**src/rtl/alu_mul_sequencer.sv**
```systemverilog
// Shift-and-add 8x8 unsigned multiplier sequencer that borrows a shared ALU
// for its additions; one ADD cycle per set multiplier bit, eight SHIFT cycles.
module alu_mul_sequencer (
  input  logic        i_clk,
  input  logic        i_rst_n,
  input  logic        i_start,
  input  logic [7:0]  i_multiplicand,
  input  logic [7:0]  i_multiplier,
  input  logic [7:0]  i_alu_result,
  input  logic        i_carry_flag_out,
  output logic        o_alu_select0,
  output logic        o_alu_select1,
  output logic        o_flags_write_enable,
  output logic [7:0]  o_alu_input0,
  output logic [7:0]  o_alu_input1,
  output logic        o_busy,
  output logic        o_done,
  output logic [15:0] o_product
);

  typedef enum logic [2:0] {
    S_IDLE,
    S_LOAD,
    S_ADD,
    S_SHIFT,
    S_DONE
  } state_t;

  state_t      r_state;
  state_t      w_next_state;
  logic [7:0]  r_m;
  logic [7:0]  r_q;
  logic [7:0]  r_phi;
  logic [2:0]  r_cnt;
  logic        r_added;
  logic [15:0] r_product;
  logic        w_c;
  logic [7:0]  w_phi_shifted;
  logic [7:0]  w_q_shifted;

  // The ALU carry is only meaningful right after an ADD; otherwise shift in 0.
  assign w_c           = r_added & i_carry_flag_out;
  assign w_phi_shifted = {w_c, r_phi[7:1]};
  assign w_q_shifted   = {r_phi[0], r_q[7:1]};

  always_ff @(posedge i_clk or negedge i_rst_n) begin
    if (!i_rst_n) begin
      r_state <= S_IDLE;
    end else begin
      r_state <= w_next_state;
    end
  end

  always_comb begin
    w_next_state         = r_state;
    o_alu_select0        = 1'b0;
    o_alu_select1        = 1'b0;
    o_flags_write_enable = 1'b0;
    o_alu_input0         = 8'h00;
    o_alu_input1         = 8'h00;
    o_busy               = 1'b0;
    o_done               = 1'b0;
    case (r_state)
      S_IDLE: begin
        if (i_start) w_next_state = S_LOAD;
      end
      S_LOAD: begin
        o_busy       = 1'b1;
        w_next_state = r_q[0] ? S_ADD : S_SHIFT;
      end
      S_ADD: begin
        o_busy               = 1'b1;
        o_alu_select1        = 1'b1;
        o_flags_write_enable = 1'b1;
        o_alu_input0         = r_phi;
        o_alu_input1         = r_m;
        w_next_state         = S_SHIFT;
      end
      S_SHIFT: begin
        o_busy = 1'b1;
        // Pre-shift Q[1] becomes the next Q[0], so it decides the next step.
        if (r_cnt == 3'd7) w_next_state = S_DONE;
        else               w_next_state = r_q[1] ? S_ADD : S_SHIFT;
      end
      S_DONE: begin
        o_done       = 1'b1;
        w_next_state = i_start ? S_LOAD : S_IDLE;
      end
      default: w_next_state = S_IDLE;
    endcase
  end

  always_ff @(posedge i_clk or negedge i_rst_n) begin
    if (!i_rst_n) begin
      r_m       <= 8'h00;
      r_q       <= 8'h00;
      r_phi     <= 8'h00;
      r_cnt     <= 3'd0;
      r_added   <= 1'b0;
      r_product <= 16'h0000;
    end else begin
      case (r_state)
        S_IDLE, S_DONE: begin
          if (i_start) begin
            r_m     <= i_multiplicand;
            r_q     <= i_multiplier;
            r_phi   <= 8'h00;
            r_cnt   <= 3'd0;
            r_added <= 1'b0;
          end
        end
        S_ADD: begin
          r_phi   <= i_alu_result;
          r_added <= 1'b1;
        end
        S_SHIFT: begin
          r_phi   <= w_phi_shifted;
          r_q     <= w_q_shifted;
          r_added <= 1'b0;
          if (r_cnt == 3'd7) begin
            r_product <= {w_phi_shifted, w_q_shifted};
            r_cnt     <= 3'd0;
          end else begin
            r_cnt <= r_cnt + 3'd1;
          end
        end
        default: ;
      endcase
    end
  end

  assign o_product = r_product;

endmodule

```
**config.mk**
```make
export PLATFORM = sky130hd
export DESIGN_NAME = alu_mul_sequencer
export DESIGN_NICKNAME = d
export VERILOG_FILES = /design/src/rtl/alu_mul_sequencer.sv
export SDC_FILE = /design/constraint.sdc
export NUM_CORES = 1
export LEC_CHECK = 0
export ABC_AREA = 1
export CAP_MARGIN = 10
export CORE_MARGIN = 3
export CORE_UTILIZATION = 40
export DETAILED_ROUTE_END_ITERATION = 6
export GPL_TIMING_DRIVEN = 0
export MAX_ROUTING_LAYER = met4
export PLACE_DENSITY = 0.69
export SLEW_MARGIN = 10
export SYNTH_ARGS = -nofsm -noshare
export SYNTH_HDL_FRONTEND = slang
export SYNTH_SLANG_ARGS = --single-unit
```
**constraint.sdc**
```tcl
create_clock -name i_clk -period 3.4 [get_ports i_clk]
set_input_delay 0.85 -clock i_clk [delete_from_list [all_inputs] [get_ports i_clk]]
set_output_delay 0.85 -clock i_clk [all_outputs]
set_load 0.02 [all_outputs]
```
Yosys cells after proc, flatten, opt, wreduce, memory -nomap -nowiden

Index checks and enable logic that the tools add are counted.

Output and inout bits: 37
Input bits: 28
Register bits after elaboration: 47

Eq/ne operators: 7
Bitwise logic cells: 1
Reduce and logical (&&, ||, !) cells: 9
Muxes and demuxes: 20
$add $sub $neg: 1

Operator list:

| operator                                       | number |
|---|---|
| two-way mux 8 bit                              | 4 |
| case mux 8 bit (3 select lines)                | 1 |
| case mux 8 bit (2 select lines)                | 1 |
| case mux 3 bit (5 select lines)                | 1 |
| two-way mux 3 bit                              | 4 |
| AND reduction 2 bit                            | 4 |
| two-way mux 1 bit                              | 7 |
| == test 3 x 2 -> 1 bit (second input constant) | 2 |
| == test 3 bit (second input constant)          | 2 |
| case mux 3 bit (2 select lines)                | 1 |
| inequality test 2 bit (second input constant)  | 2 |
| adder 3 x 1 -> 3 bit (second input constant)   | 1 |
| == test 3 x 1 -> 1 bit (second input constant) | 1 |
| zero test 3 bit                                | 1 |
| case mux 1 bit (3 select lines)                | 1 |
| nonzero test 3 bit                             | 1 |
| OR reduction 3 bit                             | 1 |
| nonzero test 2 bit                             | 1 |
| OR reduction 2 bit                             | 1 |
| bitwise AND 1 bit                              | 1 |

Longest topological paths before layout

Depth in word-level cells: 4
Depth in mapped cells: 7
Gate-level depth less buffers: 7

Least setup slack after synthesis

Ideal clock, no wire load.

Kind: flip-flop to output port
Start point: register r_state[2]
End point: output o_alu_input0[0]
Setup slack: 1.370 ns
Arrival: 1.180 ns
Required time: 2.550 ns
Cell stages (with the launch flop): 5
Cells stage by stage: dfrtp_1 nor2_4 nand2_4 buf_6 nor2_1

Cells in the longest elaborated chain, start to end: 2

RTL lines:

| item                   | RTL line | source |
|---|---|---|
| from (decl)            | 29       | `state_t r_state;` |
| from (signal assigned) | 50       | `r_state <= w_next_state;` |
| == test 3 x 2 -> 1 bit | 63       | `case (r_state)` |
| two-way mux 8 bit      | 63       |  |
| to (decl)              | 14       | `output logic [7:0] o_alu_input0,` |

Every way passes these cells.

Final worst setup path

Start point: register r_state[2]
End point: output o_flags_write_enable

Cells in the longest elaborated chain, start to end: 2

RTL lines:

| item                   | RTL line | source |
|---|---|---|
| == test 3 x 2 -> 1 bit | 63       |  |
| two-way mux 1 bit      | 63       |  |
| to (decl)              | 13       | `output logic o_flags_write_enable,` |

Every way passes these cells.

==> flow_results.org <==
** Floorplan
- Effective utilization at floorplan :: 42.62%
- Area of the core region :: 5238 um^2
- The floorplan step defined a die boundary enclosing 6512 um^2.
- I/O Pins :: 65
- Row generation in the floorplan step produced 26 rows.
- Die span in x :: 80.70 um
- From bottom edge to top edge, the die measures 80.70 um.

** Worst setup path
- Worst-case register-to-register setup slack :: 2.00 ns
- Startpoint type of the worst setup path :: register
- RR Startpoint :: r_cnt[0]$_DFFE_PN0P_
- Walking the worst path, the cells encountered are nor2_4 > nand2_4 > inv_2 > buf_4 > clkdlybuf4s50_1.
- The critical path is of the reg2out type.
- The endpoint identified for the worst register-to-register timing path is o_product[14]$_DFFE_PN0N_.
- Of all nets on the critical path, the largest fanout is 10.
- Slowest CP cell :: clkdlybuf4s50_1
- Critical path endpoint category :: output pin
- Data arrival at the endpoint of the critical path :: 2.04 ns
- Data on the critical path is required at its endpoint by 2.55 ns.
- Crit path largest cell delay :: 0.59 ns
- Counting cells, the worst reg-to-reg path comes to 6.

** Cells and area
- Leaving out fill and tap cells, the most frequent cells in the layout are nand2_1 (108), clkdlybuf4s50_1 (62), dfrtp_1 (47), inv_1 (26), nor2_1 (25).
- The number of antenna diodes in the final layout is 0.
- The final layout contains 368 nets.
- Final Core Density :: 58.58%
- Layout-stage area growth over the synthesis result :: 37.44%
- Filler cell count :: 480
- Fraction of final layout cells with drive strength greater than 1 :: 11.24%
- Most common cell after layout, fill and taps aside :: nand2_1

** Synthesis
- Arithmetic-cell share of the synthesized area counting full adders, half adders and majority gates :: 1.121%
- After synthesis, the largest family of logic cells by area is simple AND/OR/NAND/NOR gates.
- Syn Area/Cell :: 8.360 um^2
- Count of state elements after synthesis :: 47
- Post-Syn Nets :: 297
- Of the post-synthesis cell area, the part taken by muxes is 0%.
- In this run the cell area of the synthesized design comes to 2232 um^2.
- Post-synthesis cell count :: 267
- Post-synthesis share of cell area spent on xor and xnor gates :: 0%
- Synthesis instantiated 20 different standard cells from the library.
- Summing the areas of all compound-gate instances in the mapped netlist gives 6.895% of the synthesized area.
- For this run, the number of Yosys warnings is 0.
- Simple logic cell fraction of the synthesized area :: 30.72%
- Sequential area share after synthesis :: 52.69%

** Clock network
- Clk Latency, worst-skew pair :: 0.29 ns
- The number of clock buffers added by TritonCTS is 5.
- Level count of the clock H-tree :: 2
- Number of gates given a new drive strength after cts :: 0
- TritonCTS built the clock tree.
- Post-CTS setup repair buffer count :: 0
- Counting every sink on the clock net gives 47.
- Cell chosen for the clock root :: clkbuf_8
- Clock-pin slew was measured on the worst setup and hold paths at 0.08 ns.
- Counting along the longest clock path gives a buffer depth of 2.
- Hold-fix buffers at CTS :: 0

** Timing
- Setup slack closes at 0.5109 ns.
- Setup violations remaining at the end of the flow were counted as 0.
- Clk_skew :: 0.003821 ns
- Setup repair after global routing left no endpoint under its margin.
- After layout, the worst path uses 84.97% of the clock period.
- The final number of hold-violating endpoints was 0.
- Derived from the worst setup path, the maximum achievable clock frequency is 0.3461 GHz.
- Final min period :: 2.889 ns
- Setup total negative slack on the finished layout was measured at 0 ns.
- Final Slew Violations :: 0

** Placed design
- After legalization and detailed placement, the total HPWL measured 3.723 mm.
- At the placement stage, the worst setup path has a slack of 0.8182 ns.
- Port buffering added 63 buffers.
- RD Place Congestion :: 0.7884

** Route
- Count of TritonRoute iterations in the first routing pass :: 4
- Aggregate routed wire length :: 5.073 mm
- Dividing the detail-routed wire length by the instance count gives 12.43 um.
- The count of nets left with antenna violations once routing finished came out at 0.
- Using the TritonRoute via totals, the vias-per-cell ratio works out to 4.664.
- Post-route DRC :: 0
- Summing over every cut layer, the via total after detailed routing is 1903.
- Iteration-0 DRC Markers :: 111

** Global route
- Remaining global-route overflow :: 0
- Via count of the first global-routing pass :: 1915
- Gr usage total :: 17.48%
- Entering global routing, the biggest net connects 35 pins.
- The first global-routing pass estimated 8.763 mm of wire.
- The number of antenna violations at the first check in global routing was 0.

** Power and ir drop
- Power per cell area :: 1018 nW/um^2
- Across the VDD grid, the largest voltage drop is 0.4922 mV.
- Static Leak :: 1.515 nW
- The design draws 3.123 mW.

** Run
- Across the run, the number of max-cap violations was 0.

** Outcome
- The run finished with clean final reports.

** Hold path
- In this run the worst hold path is classified as in2async.
[registers in the layout, summed over array words and instances, names as in the netlist]
name	cells
r_cnt	3
r_q	8
r_phi	8
r_state	3
r_m	8
r_added	1
o_product	16
[stage by stage]
stage	hold slack [ns]	instances	area [um^2]
final	0.4461	408	3068
after floorplan	0.4436	267	2232
after global routing	0.4519	408	3068
after CTS	0.4421	408	3068
after global placement	0.4641	400	2950
after detailed placement	0.4661	401	2965
[logic make-up after synthesis]
kind of cell	Yosys count
AO/OA/AOI/OAI	23
adder cells (fa/ha/maj)	2
buffers and inverters	37
flip-flops	47
other	1
AND/OR/NAND/NOR	157
[worst max path at each step]
| stage | startpoint | endpoint | slack, ns | cells past startpoint |
|---|---|---|---|---|
| after floorplan | r_state[2]$_DFFE_PN0P_ | o_alu_input0[0] | 1.37 | 4 |
| after global placement | i_rst_n | o_product[0]$_DFFE_PN0N_ | 0.07 | 1 |
| after detailed placement | r_state[2]$_DFFE_PN0P_ | o_alu_input1[6] | 0.82 | 5 |
| after CTS | r_state[2]$_DFFE_PN0P_ | o_alu_input1[6] | 0.48 | 5 |
| after global routing | r_state[1]$_DFFE_PN0P_ | o_flags_write_enable | 0.36 | 6 |
| final | r_state[2]$_DFFE_PN0P_ | o_flags_write_enable | 0.51 | 5 |
[routing by layer]
metal / wire length, um / up-vias / GRT usage, %
met4: 33 / 0 / 3.041
met5: 0 / - / -
met2: 2337 / 53 / 27.15
li1: - / 953 / -
met1: 2388 / 893 / 23.95
met3: 313 / 4 / 3.812
[area by class of cell]
class | count | area, um^2 | area share [%]
tap | 70 | 87.58 | 2.855
buffer | 7 | 67.56 | 2.202
inverter | 30 | 120.1 | 3.915
clock buffer | 6 | 72.57 | 2.365
multi-input combinational | 183 | 868.3 | 28.30
timing repair buffer | 64 | 645.6 | 21.04
clock inverter | 1 | 30.03 | 0.9788
sequential | 47 | 1176 | 38.34
[cell usage after synthesis, drive strengths merged]
cell	count	area share, %
nand2	113	20
dfrtp	47	53
inv	30	5.4
nor2	29	7.0
o21ai	22	6.6
nand3	13	2.9
buf	7	3.0
ha	2	1.1
nand4	2	0.56
a31oi	1	0.28
conb	1	0.17
[power breakdown]
group / total [mW] / leakage, nW / internal, mW / switching [mW]
logic: 1.72 / 0.891 / 0.711 / 1.01
registers: 1.01 / 0.573 / 0.838 / 0.168
clock network: 0.396 / 0.0513 / 0.216 / 0.181
[critical path, delay by kind of cell (launching register included)]
family,cells,cell delay (ns)
DFF,1,0.52
buffers and inverters,3,0.89
and+or+nand+nor,2,0.34
No activity file was read; power rests on OpenSTA's default activity.
